<file path="config.mk">
export PLATFORM = sky130hd
export DESIGN_NAME = arb4_controller
export DESIGN_NICKNAME = d
export VERILOG_FILES = /design/src/rtl/arb_pkg.sv /design/src/rtl/arb_prio_enc4.sv /design/src/rtl/arb4_controller.sv
export SDC_FILE = /design/constraint.sdc
export NUM_CORES = 1
export LEC_CHECK = 0
export CAP_MARGIN = 20
export CORE_MARGIN = 2
export CORE_UTILIZATION = 50
export DETAILED_ROUTE_END_ITERATION = 10
export GPL_ROUTABILITY_DRIVEN = 0
export HOLD_SLACK_MARGIN = 0.02
export PLACE_DENSITY_LB_ADDON = 0.3
export SETUP_SLACK_MARGIN = 0.3
export SLEW_MARGIN = 25
export SYNTH_ARGS = -nofsm -noshare
export SYNTH_HDL_FRONTEND = slang
export SYNTH_SLANG_ARGS = --single-unit
</file>
<file path="constraint.sdc">
create_clock -name clk -period 1.9 [get_ports clk]
set_input_delay 0.38 -clock clk [delete_from_list [all_inputs] [get_ports clk]]
set_output_delay 0.38 -clock clk [all_outputs]
set_load 0.01 [all_outputs]
</file>
<file path="src/rtl/arb_pkg.sv">
`default_nettype none
// ============================================================================
//  Module      : arb_pkg
//  Description : Shared constants, state encoding and ID type for the
//                four-requester arbiter.
//  Revision    : 1.0 - initial release
// ============================================================================
package arb_pkg;

    localparam int NREQ = 4;

    typedef enum logic {
        IDLE  = 1'b0,
        GRANT = 1'b1
    } arb_state_t;

    typedef logic [1:0] req_id_t;

endpackage : arb_pkg
`default_nettype wire

</file>
<file path="src/rtl/arb_prio_enc4.sv">
`default_nettype none
// ============================================================================
//  Module      : arb_prio_enc4
//  Description : Combinational 4-to-2 priority encoder.
//                - Bit 3 has the highest priority.
//                - When ARB_ROUND_ROBIN_EN is defined, the request vector is
//                  rotated so the search starts at i_offset+1 and runs upward
//                  (mod 4). The fixed encoder is then applied, and its result
//                  is un-rotated.
//  Ports       : i_req    [3:0] request vector
//                i_offset [1:0] last winner (round-robin build only)
//                o_id     [1:0] winning index
//                o_any          at least one request is set
//  Macro       : ARB_ROUND_ROBIN_EN
//  Revision    : 1.0 - initial release
// ============================================================================
module arb_prio_enc4
    import arb_pkg::*;
(
    input  logic [NREQ-1:0] i_req,
`ifdef ARB_ROUND_ROBIN_EN
    input  req_id_t         i_offset,
`endif
    output req_id_t         o_id,
    output logic            o_any
);

    logic [NREQ-1:0] w_vec;
    req_id_t         w_enc;

`ifdef ARB_ROUND_ROBIN_EN
    // The rotated bit (3-k) carries req[offset+1+k]. As a result, the
    // highest-first encoder picks the first requester found searching upward
    // from offset+1. Un-rotating gives: id = (offset+1+(3-enc)) mod 4,
    // which simplifies to offset - enc (mod 4).
    always_comb begin
        w_vec = '0;
        for (int k = 0; k < NREQ; k++) begin
            w_vec[NREQ-1-k] = i_req[2'(i_offset + 2'(k) + 2'd1)];
        end
    end
    assign o_id = req_id_t'(i_offset - w_enc);
`else
    assign w_vec = i_req;
    assign o_id  = w_enc;
`endif

    always_comb begin
        w_enc = 2'd0;
        if (w_vec[3])      w_enc = 2'd3;
        else if (w_vec[2]) w_enc = 2'd2;
        else if (w_vec[1]) w_enc = 2'd1;
        else               w_enc = 2'd0;
    end

    assign o_any = |i_req;

endmodule : arb_prio_enc4
`default_nettype wire

</file>
<file path="src/rtl/arb4_controller.sv">
`default_nettype none
// ============================================================================
//  Module      : arb4_controller
//  Description : Four-requester arbiter with registered one-hot grant.
//                - Once granted, the owner keeps the grant until it drops
//                  its request or until HOLD_MAX cycles have elapsed.
//                - At least one idle cycle always separates two grants.
//  Ports       : clk            rising-edge clock
//                rst            synchronous active-high reset
//                req     [3:0]  level-sensitive request lines
//                gnt     [3:0]  one-hot grant
//                gnt_id  [1:0]  encoded owner (0 when idle)
//                gnt_vld        |gnt
//                timeout        one-cycle pulse on a HOLD_MAX release
//  Macro       : ARB_ROUND_ROBIN_EN (round-robin instead of fixed 3>2>1>0)
//  Revision    : 1.0 - initial release
// ============================================================================
module arb4_controller
    import arb_pkg::*;
#(
    parameter int HOLD_MAX = 15,
    parameter int CNT_W    = 8
) (
    input  logic            clk,
    input  logic            rst,
    input  logic [NREQ-1:0] req,
    output logic [NREQ-1:0] gnt,
    output req_id_t         gnt_id,
    output logic            gnt_vld,
    output logic            timeout
);

    localparam bit               c_TO_EN     = (HOLD_MAX != 0);
    localparam logic [CNT_W-1:0] c_HOLD_LAST = CNT_W'((HOLD_MAX == 0) ? 0 : HOLD_MAX - 1);

    arb_state_t       r_state,   w_state_nxt;
    logic [NREQ-1:0]  r_gnt,     w_gnt_nxt;
    req_id_t          r_gnt_id,  w_gnt_id_nxt;
    logic             r_vld,     w_vld_nxt;
    logic             r_to,      w_to_nxt;
    logic [CNT_W-1:0] r_hold,    w_hold_nxt;

    req_id_t          w_win;
    logic             w_any;

`ifdef ARB_ROUND_ROBIN_EN
    req_id_t          r_rr_ptr,  w_rr_ptr_nxt;

    arb_prio_enc4 u_enc (
        .i_req    (req),
        .i_offset (r_rr_ptr),
        .o_id     (w_win),
        .o_any    (w_any)
    );
`else
    arb_prio_enc4 u_enc (
        .i_req    (req),
        .o_id     (w_win),
        .o_any    (w_any)
    );
`endif

    always_ff @(posedge clk) begin
        if (rst) begin
            r_state  <= IDLE;
            r_gnt    <= '0;
            r_gnt_id <= '0;
            r_vld    <= 1'b0;
            r_to     <= 1'b0;
            r_hold   <= '0;
        end else begin
            r_state  <= w_state_nxt;
            r_gnt    <= w_gnt_nxt;
            r_gnt_id <= w_gnt_id_nxt;
            r_vld    <= w_vld_nxt;
            r_to     <= w_to_nxt;
            r_hold   <= w_hold_nxt;
        end
    end

`ifdef ARB_ROUND_ROBIN_EN
    always_ff @(posedge clk) begin
        if (rst) r_rr_ptr <= '0;
        else     r_rr_ptr <= w_rr_ptr_nxt;
    end
`endif

    always_comb begin
        w_state_nxt  = r_state;
        w_gnt_nxt    = r_gnt;
        w_gnt_id_nxt = r_gnt_id;
        w_vld_nxt    = r_vld;
        w_to_nxt     = 1'b0;
        w_hold_nxt   = r_hold;
`ifdef ARB_ROUND_ROBIN_EN
        w_rr_ptr_nxt = r_rr_ptr;
`endif
        case (r_state)
            IDLE: begin
                if (w_any) begin
                    w_state_nxt  = GRANT;
                    w_gnt_nxt    = NREQ'(1) << w_win;
                    w_gnt_id_nxt = w_win;
                    w_vld_nxt    = 1'b1;
                    w_hold_nxt   = '0;
`ifdef ARB_ROUND_ROBIN_EN
                    w_rr_ptr_nxt = w_win;
`endif
                end
            end
            GRANT: begin
                // A client drop wins over a coincident timeout, so the pulse
                // is raised only when the owner is still requesting.
                if (!req[r_gnt_id] || (c_TO_EN && (r_hold == c_HOLD_LAST))) begin
                    w_state_nxt  = IDLE;
                    w_gnt_nxt    = '0;
                    w_gnt_id_nxt = '0;
                    w_vld_nxt    = 1'b0;
                    w_hold_nxt   = '0;
                    w_to_nxt     = req[r_gnt_id];
                end else begin
                    w_hold_nxt   = r_hold + CNT_W'(1);
                end
            end
            default: begin
                w_state_nxt = IDLE;
            end
        endcase
    end

    assign gnt     = r_gnt;
    assign gnt_id  = r_gnt_id;
    assign gnt_vld = r_vld;
    assign timeout = r_to;

endmodule : arb4_controller
`default_nettype wire

</file>
# After elaboration in Yosys (flattened, before gate mapping)
# Index checks and enable logic that the tools add are counted.
# word_totals
register_bits	17
in_bits	6
output_inout_bits	8
word_cells	39
# op_classes
addsub	1
n_lt_le_gt_ge	1
n_eq_ne	3
shifts	1
n_mux	20
bitwise_logic	2
reduce_logical	5
# ops
operator	n
$mux W8	2
$pmux W8 S2	1
$add A8 B1 Y8 const B	1
$eq A8 B4 Y1 const B	1
$mux W2	4
$mux W4	2
$pmux W4 S2	1
$mux W1	6
$ne A2 B1 Y1 const B	2
$pmux W1 S2	2
$pmux W2 S2	1
$reduce_or A4 Y1	1
$shl A1 B2 Y4 const A	1
$lt A2 B3 Y1 const B	1
$reduce_or A3 Y1	1
$bmux W1 S2	1
$not A1 Y1	2
$reduce_and A2 Y1	1
$logic_not A1 Y1	1
$logic_or A1 B1 Y1	1

# Depth between registers and ports, before layout
# Gate-level depths: netlist (run 1).
# depth
ltp_word	6
depth_mapped	7
depth_no_buf	6

# Hierarchy
# Synthesis (run 1) repeated with hierarchy kept, for this count alone.
# hier_totals
hier_cells	105
hier_area_um2	958.4
# modules_own_cells
module	n_inst	cells_per_inst	area_per_inst_um2	seq_area_each_um2
arb4_controller	1	101	934.6	340.3
arb_prio_enc4	1	4	23.8	0.0

# Least setup slack after synthesis (run 1)
# OpenSTA, ideal clock, no wires.
# synth_timing
path_type	register to register
from	register r_gnt_id[1], in the netlist gnt_id[1]
to	register r_gnt_id[0], in the netlist gnt_id[0]
setup_time_ns	0.117
t_arrival_ns	1.442
t_required_ns	1.783
slack_ns	0.341
path_stages_with_launch	5
path_buffers	0
period_less_slack_ns	1.559
cell_sequence	dfxtp_1 -> mux4_2 -> o211ai_4 -> a21oi_2 -> a22o_1
# synth_between
elab_chain_len	6
# synth_rtl
element	line	rtl
start, declared	arb4_controller.sv:38	req_id_t r_gnt_id, w_gnt_id_nxt;
start signal, assigned	arb4_controller.sv:74	r_gnt_id <= w_gnt_id_nxt;
$bmux W1 S2	arb4_controller.sv:114	if (!req[r_gnt_id] || (c_TO_EN && (r_hold == c_HOLD_LAST))) begin
$mux W1 (implied by the code)	arb4_controller.sv:114	
$logic_not A1 Y1	arb4_controller.sv:114	
$logic_or A1 B1 Y1	arb4_controller.sv:114	
$ne A2 B1 Y1 (no line)	-	
$reduce_and A2 Y1 (no line)	-	
# Every way passes these cells. The select of a mux whose other input is x is not followed.
# A chain may end at the register's enable or synchronous reset.

# Final worst setup path (run 1)
# layout_timing
from	register r_hold[0]
to	register r_hold[4]
# layout_between
elab_chain_len	4
elab_cells_between_ends	5
cone_classes	add/sub: 1; eq/ne: 1; mux: 2; reduce/logical: 1
# layout_rtl
element	line	rtl
start, declared	arb4_controller.sv:41	logic [CNT_W-1:0] r_hold, w_hold_nxt;
start signal, assigned	arb4_controller.sv:77	r_hold <= w_hold_nxt;
parallel branches: the longest is 2 deep, another holds $add A8 B1 Y8	-	
$mux W8 (*)	arb4_controller.sv:114	
$pmux W8 S2 (*)	arb4_controller.sv:98	case (r_state)
# Every way passes the cells marked *.

==> flow_summary.ini, run 1 <==
[grt]
antenna_found_initial = 0
grt_pass1_wl_um = 3240
grt_pass1_vias = 780
use_met3_pct = 7.35
grtUsageTotal_pct = 22.7
grt_max_degree = 10
grtUsageMet1_pct = 26.7
grt_use_met2_pct = 35.9
top_usage_layer = met2
grt_overflow_total = 0

[cts]
cts_tree = done
clock_latency_ns = 0.29
htreeDepth = 1
cts_made_buffers = 3
clk_pin_slew_ns = 0.09
cts_buffer_depth = 2
hold_buffers = 0
cts_sinks = 17
cts_root_buffer = clkbuf_4

[cells_and_area]
fin_nets = 122
area_growth_pct = 37.0
fin_cells = 129
n_antenna_cell = 0
layout-drive-gt1-share_pct = 27.4

[timing]
max_freq_mhz = 640
finalSetupViolations = 0
period_share_pct = 82.3
report.final.slew_viol_count = 0
grt_setup_unrepaired = yes
tns_ns = 0
fin_skew_ns = 0.00167
fin_ws_ns = 0.337
relSlewSlack_pct = 74.9
hold_violations = 0
period_needed_ns = 1.56
tightest_slew_ns = 0.376

[critical_path]
crit_arrival_ns = 1.74
cp-start-kind = register
r2r_slack_ns = 0.34
crit_required_ns = 2.08
crit_path_end = r_hold[4]
reg2reg_to = r_hold[4]
critPathKind = register to register
r2r_cells = 7
r2r-start = r_hold[0]
path_max_fanout = 7
startpoint = r_hold[0]
endpoint_kind = register

[yosys]
ys.warnings.count = 0
syn_inst = 86
synth.avg_cell_area_um2 = 9.40
synth_area_leaders = dfxtp_1, a31oi_1, or3_1, nand3_1, ha_1
ys_ff_latch = 17
synthDistinctLibCells = 35
syn-cell-area_um2 = 808
syn-num-nets = 94
ys_seq_area_share_pct = 42.1
async_reset_ff_share_pct = 0
synth_top_area_share_pct = 42.1
yosys.area.top_type = dfxtp_1
ys_dominant_reg_cell = dfxtp_1
synth-edff-count = 0

[route]
drt_first_pass_iters = 4
wl_per_cell_um = 15.0
drt_iter0_drc = 29
vias_per_cell = 6.05
ant_nets = 0
drt-total-wl_um = 1940
vias = 781
drc_errors = 0

[pwr]
p_leak_uw = 0.000467
total_power_uw = 717
power_density_nw_per_um2 = 647
vdd.ir_drop.worst_mv = 0.444

[flow_run]
maxCapViolCount = 0

[die]
fp.dieW_um = 44.2
die_height_um = 44.2
initial_core_util_pct = 53.7
io_pins = 14
placementRows = 14
core_um2 = 1510
die_area_um2 = 1950

[placed_design]
dpl.cell_count = 122
io_buffer_count = 13
dp_hpwl_um = 1380
dp_worst_setup_slack_ns = -0.136

[worst_hold_path]
hold_path.class = register to register

[status]
status = completed
layer usage:
layer	wire length [um]	up-vias
li1	-	385
met1	793	369
met5	0	-
met4	33	0
met3	96	4
met2	1010	23
metrics by stage:
stage	hold WS (ns)	instance area (um^2)	utilization, %
final	0.477	1110	73.5
after floorplan	0.475	808	-
after detailed placement	0.453	1020	67.7
after global placement	0.458	1020	67.7
after global routing	0.481	1110	73.5
after CTS	0.477	1060	70.4
power breakdown:
part           leakage (uW)  total, uW  internal [uW]  switching (uW)
logic              0.000311        139           74.8            64.4
clock network     0.0000150        192           81.9             110
registers          0.000142        385            370            14.9
final cells by class:
cell class                 count  area (um^2)
inverter                       3         11.3
clock buffer                   4         26.3
fill                         118          399
multi-input combinational     62          459
tap                           16         20.0
sequential                    17          352
timing repair buffer          27          239
Yosys cell counts, drive strengths merged, types with 2 or more instances:
library cell	instances
nand3b	2
a22o	2
nor2	5
dfxtp	17
a211oi	2
ha	2
o2bb2ai	2
nand2	5
nand4	2
a32o	2
a21oi	3
o21ai	2
nand3	6
a31oi	5
nor4	2
and3	2
inv	3
buf	3
or3	5
state kept, by name, summed over array words and instances, names as in the netlist:
register	cells
gnt	4
gnt_id	2
gnt_vld	1
r_hold	8
r_state	1
timeout	1
worst min-delay path by stage:
stage	cells past startpoint	endpoint	slack [ns]	startpoint
5_1_grt	1	gnt_vld	0.48	gnt_vld
3_5_place_dp	1	gnt_vld	0.45	gnt_vld
4_1_cts	1	gnt_vld	0.48	gnt_vld
6_report	1	gnt_vld	0.48	gnt_vld
2_1_floorplan	2	r_hold[7]	0.48	r_hold[7]
3_3_place_gp	1	gnt[2]	0.46	gnt[2]
cells in the final DEF, fill, tap and decap left out, drive strengths merged, types with 3 or more instances in the layout:
| master | count |
|---|---|
| nand2 | 5 |
| or3 | 5 |
| dlymetal6s2s | 3 |
| buf | 14 |
| nand3 | 6 |
| a21oi | 3 |
| nor2 | 5 |
| clkdlybuf4s50 | 4 |
| clkbuf | 4 |
| dlygate4sd2 | 6 |
| inv | 3 |
| a31oi | 5 |
| dfxtp | 17 |
cells by family (layout without fill, tap and decap cells):
| logic type | count (synthesis) | count (layout) | synth area share, % |
|---|---|---|---|
| and+or+nand+nor | 36 | 36 | 24.8 |
| DFF | 17 | 17 | 42.1 |
| buffers and inverters | 7 | 34 | 4.02 |
| AOI/OAI and AO/OA | 22 | 22 | 22.0 |
| muxes | 2 | 2 | 4.02 |
| adders and majority gates | 2 | 2 | 3.10 |
critical path, stage by stage, from the launching register on:
cell	delay (ns)
dfxtp_4	0.36
inv_2	0.06
ha_1	0.14
nand4b_1	0.19
o211ai_4	0.35
buf_6	0.15
o21a_1	0.13
a211oi_2	0.06
timing repair:
item / in CTS / in global routing
resized for setup: 14 / 9
buffers inserted: 0 / 3
pin swaps: 3 / 3
endpoints found under the setup margin: 17 / 15
Power figures use the tool's default switching activity.
==> run 2: changes to the inputs <==
--- a/config.mk
+++ b/config.mk
@@ -7,7 +7,7 @@
 export LEC_CHECK = 0
 export CAP_MARGIN = 20
 export CORE_MARGIN = 2
-export CORE_UTILIZATION = 50
+export CORE_UTILIZATION = 45
 export DETAILED_ROUTE_END_ITERATION = 10
 export GPL_ROUTABILITY_DRIVEN = 0
 export HOLD_SLACK_MARGIN = 0.02
==> constraint.sdc (replaced) <==
create_clock -name clk -period 1.3 [get_ports clk]
set_input_delay 0.26 -clock clk [delete_from_list [all_inputs] [get_ports clk]]
set_output_delay 0.26 -clock clk [all_outputs]
set_load 0.01 [all_outputs]
==> flow_summary.ini, run 2 (synthesis results as in run 1) <==
[die]
die_height_um = 46.4
initial_core_util_pct = 47.3
die_area_um2 = 2150
io_pins = 14
fp.dieW_um = 46.4
placementRows = 15
core_um2 = 1710

[pwr]
clkPwrFrac_pct = 25.1
pwr-share-seq_pct = 49.5
power_density_nw_per_um2 = 813
p_leak_uw = 0.000586
total_power_uw = 1160
sw_frac_of_total_pct = 28.1
vdd.ir_drop.worst_mv = 0.541
combPwrFrac_pct = 25.4
intPower_uw = 830
power_switching_uw = 325

[critical_path]
endpoint_kind = register
r2r-start = gnt_id[1]
path_max_fanout = 8
cp-start-kind = register
reg2reg_to = gnt[3]
critPathKind = register to register
r2r_cells = 4
crit_required_ns = 1.50
crit_arrival_ns = 1.77
r2r_slack_ns = -0.28

[grt]
antenna_found_initial = 0
grt_pass1_wl_um = 3860
grt_pass1_vias = 877
grt_overflow_total = 0
grtUsageTotal_pct = 25.9
grt_max_degree = 10

[cells_and_area]
fin_area_um2 = 1420
area_growth_pct = 75.7
largest-register = r_hold
n_antenna_cell = 0
largest_reg_flops = 8
layout-drive-gt1-share_pct = 56.2
fin_nets = 146
final_cell_mix = buf_4, buf_6, dfxtp_2, dfxtp_1
mostFrequentLayoutCell = buf_4

[route]
vias = 921
drt-total-wl_um = 2670
vias_per_cell = 5.69
drt_iter0_drc = 39
drc_errors = 0
drt_first_pass_iters = 4
ant_nets = 0
wl_per_cell_um = 16.5

[status]
violations = setup timing
status = finished, violations left

[placed_design]
io_buffer_count = 13
dp_hpwl_um = 1630
postPlaceCellArea_um2 = 1200

[timing]
tightest_slew_ns = 0.379
hold_violations = 0
relSlewSlack_pct = 74.7
finalSetupViolations = 17
grt_setup_unrepaired = yes
fin_skew_ns = 0.00666
max_freq_mhz = 635
fin_ws_ns = -0.275
report.final.slew_viol_count = 0
period_share_pct = 121
period_needed_ns = 1.58

[cts]
cts_root_buffer = clkbuf_4
cts_buffer_depth = 2
cts_sinks = 17
htreeDepth = 1
clock_latency_ns = 0.30
clk_pin_slew_ns = 0.10
hold_buffers = 0
cts_made_buffers = 3
cts_tree = done

[worst_hold_path]
hold_path.class = input port to register
holdCritStartpoint = req[3]
worstHoldEndpoint = gnt[3]
whs_path_depth = 3

[flow_run]
maxCapViolCount = 0
-- run 2: cell types whose count changed in the layout (fill, tap and decap cells not counted), sizes merged --
cell / delta
buf: +31
dlymetal6s2s: -2
o211a: +1
clkdlybuf4s50: -3
dlygate4sd2: -3
-- run 2: how the worst max path moves through the flow --
stage | startpoint | cells past startpoint | end | slack (ns)
floorplan | gnt_id[1] | 4 | gnt_id[0] | -0.17
global placement | req[2] | 8 | r_hold[5] | -0.59
detailed placement | req[1] | 5 | gnt_id[0] | -0.61
CTS | gnt_id[1] | 4 | gnt_id[0] | -0.24
global route | r_hold[1] | 5 | gnt[3] | -0.33
finish | gnt_id[1] | 4 | gnt[3] | -0.28
-- run 2: cell type report --
| cell class | count | area (um^2) |
|---|---|---|
| repair buffers | 50 | 437 |
| fillers | 85 | 288 |
| inverters | 3 | 11.3 |
| multi-input cells | 63 | 561 |
| well taps | 25 | 31.3 |
| flip-flops and latches | 17 | 354 |
| clock buffers | 4 | 26.3 |
-- run 2: stage by stage --
step,util [%],hold slack (ns),std cells,setup TNS (ns),worst slack [ns]
6_report,83.2,0.369,162,-3.65,-0.275
5_1_grt,83.2,0.389,162,-4.39,-0.329
4_1_cts,77.8,0.484,158,-3.04,-0.240
3_5_place_dp,70.5,0.459,149,-9.35,-0.609
3_3_place_gp,70.5,0.448,149,-9.17,-0.591
2_1_floorplan,-,0.386,86,-2.03,-0.169
-- run 2: metal layers --
metal | wire length (um) | GRT usage, % | share of wire (%)
met1 | 1150 | 32.6 | 43
met2 | 1350 | 41.4 | 51
met3 | 112 | 6.67 | 4.2
met4 | 49 | 10.9 | 1.8
met5 | 0 | 0 | 0
-- run 2: critical path: stages, from the launching register on --
cell and delay [ns]:
dfxtp_4 0.37, mux4_2 0.55, o211ai_4 0.17, a21oi_4 0.13, a22o_1 0.25
-- run 2: timing repair --
action	in CTS	in global routing
cloned	1	0
endpoints found under the setup margin	25	25
gates resized for setup	61	12
pin swaps	12	12
setup buffers	4	4
-- run 2: power by group through the flow --
stage               sequential, uW  clock (uW)  combinational [uW]
global route                   574         312                 310
CTS                            568         293                 246
floorplan                      577           0                 102
finish                         572         290                 293
detailed placement             572           0                 214
global placement               572           0                 208
